### src/rtl/mfp_spi_tx_scheduler.sv
// mfp_spi_tx_scheduler
// Round-robin scheduler sharing one SPI transmit link among N_REQ requesters.
// Grants one requester at a time, holds spi_start until the (asynchronous)
// spi_stop edge is seen, then enforces an inter-frame gap of GAP_CYCLES.
// Optional watchdog: define SPI_TX_SCHED_TIMEOUT_EN to abort a frame that sees
// no stop within TIMEOUT_CYCLES and raise the sticky timeout_err flag.
module mfp_spi_tx_scheduler #(
    parameter int N_REQ          = 4,
    parameter int DATA_W         = 16,
    parameter int GAP_CYCLES     = 64,
    parameter int TIMEOUT_CYCLES = 2000000
) (
    input  logic                    HCLK,
    input  logic                    HRESET,
    input  logic [N_REQ-1:0]        req,
    input  logic [N_REQ*DATA_W-1:0] req_data,
    output logic [N_REQ-1:0]        grant_ack,
    output logic                    spi_start,
    output logic [DATA_W-1:0]       spi_data,
    input  logic                    spi_stop,
    output logic                    busy,
    output logic [2:0]              last_grant,
    output logic                    timeout_err,
    input  logic                    err_clr
);

    localparam logic [1:0] ST_IDLE = 2'd0;
    localparam logic [1:0] ST_SEND = 2'd1;
    localparam logic [1:0] ST_GAP  = 2'd2;

    localparam int IDX_W = $clog2(N_REQ);
    localparam int GAP_W = (GAP_CYCLES > 1) ? $clog2(GAP_CYCLES) : 1;
    localparam logic [GAP_W-1:0] GAP_LOAD =
        (GAP_CYCLES > 0) ? GAP_W'(GAP_CYCLES - 1) : '0;
    // With no gap configured a finished frame returns straight to IDLE.
    localparam logic [1:0] ST_AFTER_SEND = (GAP_CYCLES == 0) ? ST_IDLE : ST_GAP;

    logic [1:0]        state;
    logic [GAP_W-1:0]  gap_cnt;
    logic              stop_meta;
    logic              stop_sync;
    logic              stop_prev;
    logic              stop_rise;
    logic              win_found;
    logic [IDX_W-1:0]  win_idx;
    logic [3:0]        cand_sum;
    logic              frame_abort;
    logic [DATA_W-1:0] words [N_REQ];

    // Unpack the flat request data bus into per-requester words.
    for (genvar gi = 0; gi < N_REQ; gi++) begin : g_words
        assign words[gi] = req_data[gi*DATA_W +: DATA_W];
    end

    // Two-flop synchronizer for spi_stop plus a delay stage for edge detection.
    always_ff @(posedge HCLK or posedge HRESET) begin
        if (HRESET) begin
            stop_meta <= 1'b0;
            stop_sync <= 1'b0;
            stop_prev <= 1'b0;
        end else begin
            stop_meta <= spi_stop;
            stop_sync <= stop_meta;
            stop_prev <= stop_sync;
        end
    end

    assign stop_rise = stop_sync & ~stop_prev;

    // Round-robin pick: first set request strictly after last_grant, wrapping.
    always_comb begin
        win_found = 1'b0;
        win_idx   = '0;
        cand_sum  = '0;
        for (int unsigned k = 1; k <= N_REQ; k++) begin
            cand_sum = {1'b0, last_grant} + 4'(k);
            if (cand_sum >= 4'(N_REQ)) begin
                cand_sum = cand_sum - 4'(N_REQ);
            end
            if (!win_found && req[cand_sum[IDX_W-1:0]]) begin
                win_found = 1'b1;
                win_idx   = cand_sum[IDX_W-1:0];
            end
        end
    end

`ifdef SPI_TX_SCHED_TIMEOUT_EN
    localparam int WD_W = (TIMEOUT_CYCLES > 1) ? $clog2(TIMEOUT_CYCLES) : 1;
    localparam logic [WD_W-1:0] WD_LAST = WD_W'(TIMEOUT_CYCLES - 1);

    logic [WD_W-1:0] wd_cnt;
    logic            unused_cfg;

    // A real stop edge in the same cycle takes priority over the watchdog.
    assign frame_abort = (state == ST_SEND) && !stop_rise && (wd_cnt == WD_LAST);
    assign unused_cfg  = 1'b0;

    // Watchdog counts SEND cycles; it restarts from zero on every frame.
    always_ff @(posedge HCLK or posedge HRESET) begin
        if (HRESET) begin
            wd_cnt <= '0;
        end else if (state != ST_SEND) begin
            wd_cnt <= '0;
        end else if (wd_cnt != WD_LAST) begin
            wd_cnt <= wd_cnt + 1'b1;
        end
    end

    // Sticky abort flag; a new abort wins over a simultaneous clear.
    always_ff @(posedge HCLK or posedge HRESET) begin
        if (HRESET) begin
            timeout_err <= 1'b0;
        end else if (frame_abort) begin
            timeout_err <= 1'b1;
        end else if (err_clr) begin
            timeout_err <= 1'b0;
        end
    end
`else
    logic unused_cfg;

    assign frame_abort = 1'b0;
    assign timeout_err = 1'b0;
    assign unused_cfg  = err_clr ^ (TIMEOUT_CYCLES > 0);
`endif

    // Main IDLE -> SEND -> GAP sequencer driving the spi_master handshake.
    always_ff @(posedge HCLK or posedge HRESET) begin
        if (HRESET) begin
            state      <= ST_IDLE;
            gap_cnt    <= '0;
            grant_ack  <= '0;
            spi_start  <= 1'b0;
            spi_data   <= '0;
            last_grant <= 3'(N_REQ - 1);
        end else begin
            grant_ack <= '0;
            case (state)
                ST_IDLE: begin
                    if (win_found) begin
                        spi_data           <= words[win_idx];
                        spi_start          <= 1'b1;
                        grant_ack[win_idx] <= 1'b1;
                        last_grant         <= 3'(win_idx);
                        state              <= ST_SEND;
                    end
                end
                ST_SEND: begin
                    if (stop_rise || frame_abort) begin
                        spi_start <= 1'b0;
                        gap_cnt   <= GAP_LOAD;
                        state     <= ST_AFTER_SEND;
                    end
                end
                ST_GAP: begin
                    if (gap_cnt == '0) begin
                        state <= ST_IDLE;
                    end else begin
                        gap_cnt <= gap_cnt - 1'b1;
                    end
                end
                default: begin
                    state <= ST_IDLE;
                end
            endcase
        end
    end

    assign busy = (state != ST_IDLE);

endmodule

### config.mk
export PLATFORM = sky130hd
export DESIGN_NAME = mfp_spi_tx_scheduler
export DESIGN_NICKNAME = d
export VERILOG_FILES = /design/src/rtl/mfp_spi_tx_scheduler.sv
export SDC_FILE = /design/constraint.sdc
export NUM_CORES = 1
export LEC_CHECK = 0
export ABC_CLOCK_PERIOD_IN_PS = 2000
export BUFFER_PORTS_ARGS = -buffer_cell sky130_fd_sc_hd__buf_4
export CORE_MARGIN = 4
export CORE_UTILIZATION = 46
export CTS_CLUSTER_DIAMETER = 50
export DETAILED_ROUTE_END_ITERATION = 10
export MAX_ROUTING_LAYER = met4
export PLACE_DENSITY_LB_ADDON = 0.1
export SYNTH_ARGS = -nofsm -noshare
export SYNTH_HDL_FRONTEND = slang
export SYNTH_SLANG_ARGS = --single-unit
### constraint.sdc
create_clock -name HCLK -period 2 [get_ports HCLK]
set_clock_uncertainty 0.1 [all_clocks]
set_input_delay 0.5 -clock HCLK [delete_from_list [all_inputs] [get_ports HCLK]]
set_output_delay 0.5 -clock HCLK [all_outputs]
set_load 0.02 [all_outputs]
==> summary.md <==
| Metric | Value |
|---|---|
| Clock root cell | `clkbuf_8` |
| Synth cell types | `44` |
| Yosys Warn Count | `0` |
| Total grt overflow | `0` |
| Synthesized cell area | `1960 µm²` |
| Reg2Reg Depth | `4` |
| Crit path max fanout | `12` |
| CTS Sinks | `34` |
| Final GP Congestion | `0.871` |
| Reg-to-Reg Start | `last_grant[0]` |
| Inserted Clock Buffers | `5` |
| P per Cell Area | `1210 nW/µm²` |
| Critical path required time | `2050 ps` |
| DRC violations left | `0` |
| Syn Area/Cell | `9.27 µm²` |
| LEAKAGE | `about 1.3 nW` |
| DRT antenna net count | `0` |
| Endpoints failing hold | `0` |
| Hold Path Class | `in -> async` |
| Placed Cells | `352` |
| Iter 0 DRT Violations | `144` |
| Starting Density | `48.2%` |
| Most frequent cells in the layout | `buf_4, dfrtp_1, nand2_1, nor2_1, a31oi_1` |
| Area grow syn2layout | `44.1%` |
| Hold WS | `~220 ps` |
| Commonest non-fill, non-tap cell in the layout | `buf_4` |
| Yosys top cell by area | `dfrtp_1` |
| Peak supply drop | `0.694 mV` |
| Initial antenna violation count | `0` |
| GRT Util Overall | `21.9%` |
| Yosys top cell area share | `40.9%` |
| CTS Buffer Depth | `2` |
| Sum Neg Setup Slack | `0 ps` |
| Synth top area cells | `dfrtp_1, a41oi_1, a22oi_1` |
| R2r endpoint | `spi_data[15]` |
| Number of global-route vias before repair | `1,932` |
| Routed vias/inst | `5.55` |
| Routed vias | `1,997` |
| H-tree depth | `2` |
| Prevailing post-synth register cell | `dfrtp_1` |
| Element type at the critical path start | `flip-flop` |
| Worst-path clk slew | `70 ps` |
| Worst path arrival time | `~2000 ps` |
| Final Non-Filler Cells | `360` |
| Fin crit period | `1900 ps` |
| IO Port Bufs | `94` |
| Tcrit/Tclk final | `95.0%` |
| #FFs+latches synth | `34` |
| Drt first pass iters | `4` |
| Pins Over Slew Limit | `0` |
| Core area | `4060 µm²` |
| Asr flop ratio synth | `100%` |
| Clk_lat worst skew | `280 ps` |
| Synthesized instance count | `between 200 and 250` |
| First-pass GRT wire length | `between 8000 and 9000 µm` |
| Flop-to-flop setup slack | `100 ps` |
| Fin nets | `383` |
| Critical Path End Type | `flip-flop` |
| Final setup vio count | `0` |
| Status | `finished clean` |
| WS Path Type | `reg -> reg` |
| Share of cells above drive strength 1 | `between 30% and 40%` |
| Rows | `23` |
| IO Pins | `98` |
| Die height | `73.2 µm` |
| EDFF count, synth | `0` |
| Max-cap violations | `0` |
| Area of the die | `5360 µm²` |
| Max Freq | `0.526 GHz` |
| Final wirelength | `5670 µm` |
| Unrepaired setup endpoints after global routing | `no` |
| DP Wirelength | `~4100 µm` |
| Largest net degree at the start of global routing | `35` |
| DR WL/cell | `15.7 µm` |
| Die W | `73.2 µm` |
| Antenna diodes | `0` |
| TritonCTS clock tree | `done` |
| Sequential share of the synthesized area | `43.6%` |
-- sequential cells by signal, summed over array words and instances (netlist names), 2 cells and up --
signal	count
spi_data	16
gap_cnt	6
grant_ack	4
last_grant	2
state	2
-- cell type report --
class	count	area, µm²
fill	354	1240
multi-input combinational	153	960
sequential	34	853
timing repair buffer	108	811
clock buffer	7	76.3
tap	50	62.6
clock inverter	1	30.0
inverter	7	26.3
-- worst max-delay path, cell delays in order (launching register included) --
cell	delay [ps]
dfstp_2	650
a211oi_1	100
o31a_1	300
a2111oi_1	490
a31oi_1	140
-- metal layers --
| metal | track usage (%) | wire, µm | up-vias |
|---|---|---|---|
| li1 | - | - | 974 |
| met1 | 29.2 | 2390 | 935 |
| met2 | 33.5 | 2710 | 83 |
| met3 | 4.27 | 521 | 5 |
| met4 | 6.76 | 50 | 0 |
| met5 | - | 0 | - |
-- power breakdown --
part	leakage, nW	total (mW)	switching (mW)	internal (mW)
Clock	0.0524	0.622	0.249	0.373
Sequential	0.379	1.12	0.185	0.932
Combinational	0.852	1.68	0.922	0.760
Total	1.28	3.42	1.36	2.07
-- through the flow --
stage | power (mW) | util (%) | setup slack (ps) | instance area, µm²
after global placement | 2.78 | 66.8 | 72.7 | 2710
after detailed placement | 2.81 | 66.8 | 71.4 | 2710
after global routing | 3.64 | 69.5 | 5.04 | 2820
after CTS | 3.43 | 69.4 | 66.1 | 2820
final | 3.42 | 69.5 | 100 | 2820
after floorplan | 2.15 | - | 91.7 | 1960
-- synth_stat cells, drive strengths merged, types with 2 or more instances --
| library cell | number |
|---|---|
| and4 | 3 |
| nor2 | 24 |
| a41oi | 15 |
| and2 | 4 |
| inv | 7 |
| nand4 | 2 |
| dfstp | 2 |
| ha | 2 |
| a31oi | 16 |
| nand2b | 3 |
| a211oi | 5 |
| a22oi | 15 |
| nor2b | 5 |
| o21ai | 6 |
| buf | 15 |
| a21oi | 4 |
| dfrtp | 32 |
| clkbuf | 3 |
| nor3b | 3 |
| nand2 | 24 |
| nor3 | 3 |
-- what timing repair did --
action / in CTS / in global routing
setup buffers: 0 / 0
hold buffers: 0 / 0
endpoints found under the setup margin: 0 / 1
gates resized for setup: 0 / 1
-- worst max-delay path by stage --
stage / from / endpoint / slack, ps
finish: last_grant[0] / spi_data[15] / 100
global route: last_grant[0] / spi_data[15] / 5
CTS: last_grant[0] / spi_data[15] / 70
detailed placement: req[0] / spi_data[15] / 70
global placement: last_grant[0] / spi_data[15] / 70
floorplan: req[3] / grant_ack[0] / 90
-- kinds of logic after synthesis --
family,after synthesis,synth area share (%)
buffers and inverters,25,7.55
muxes,1,0.576
AOI/OAI and AO/OA,70,26.5
and+or+nand+nor,76,19.4
other,1,0.192
DFF,34,43.6
adders and majority gates,2,1.28
xor gates and xnor gates,2,0.896
No activity file was read; power rests on OpenSTA's default activity.
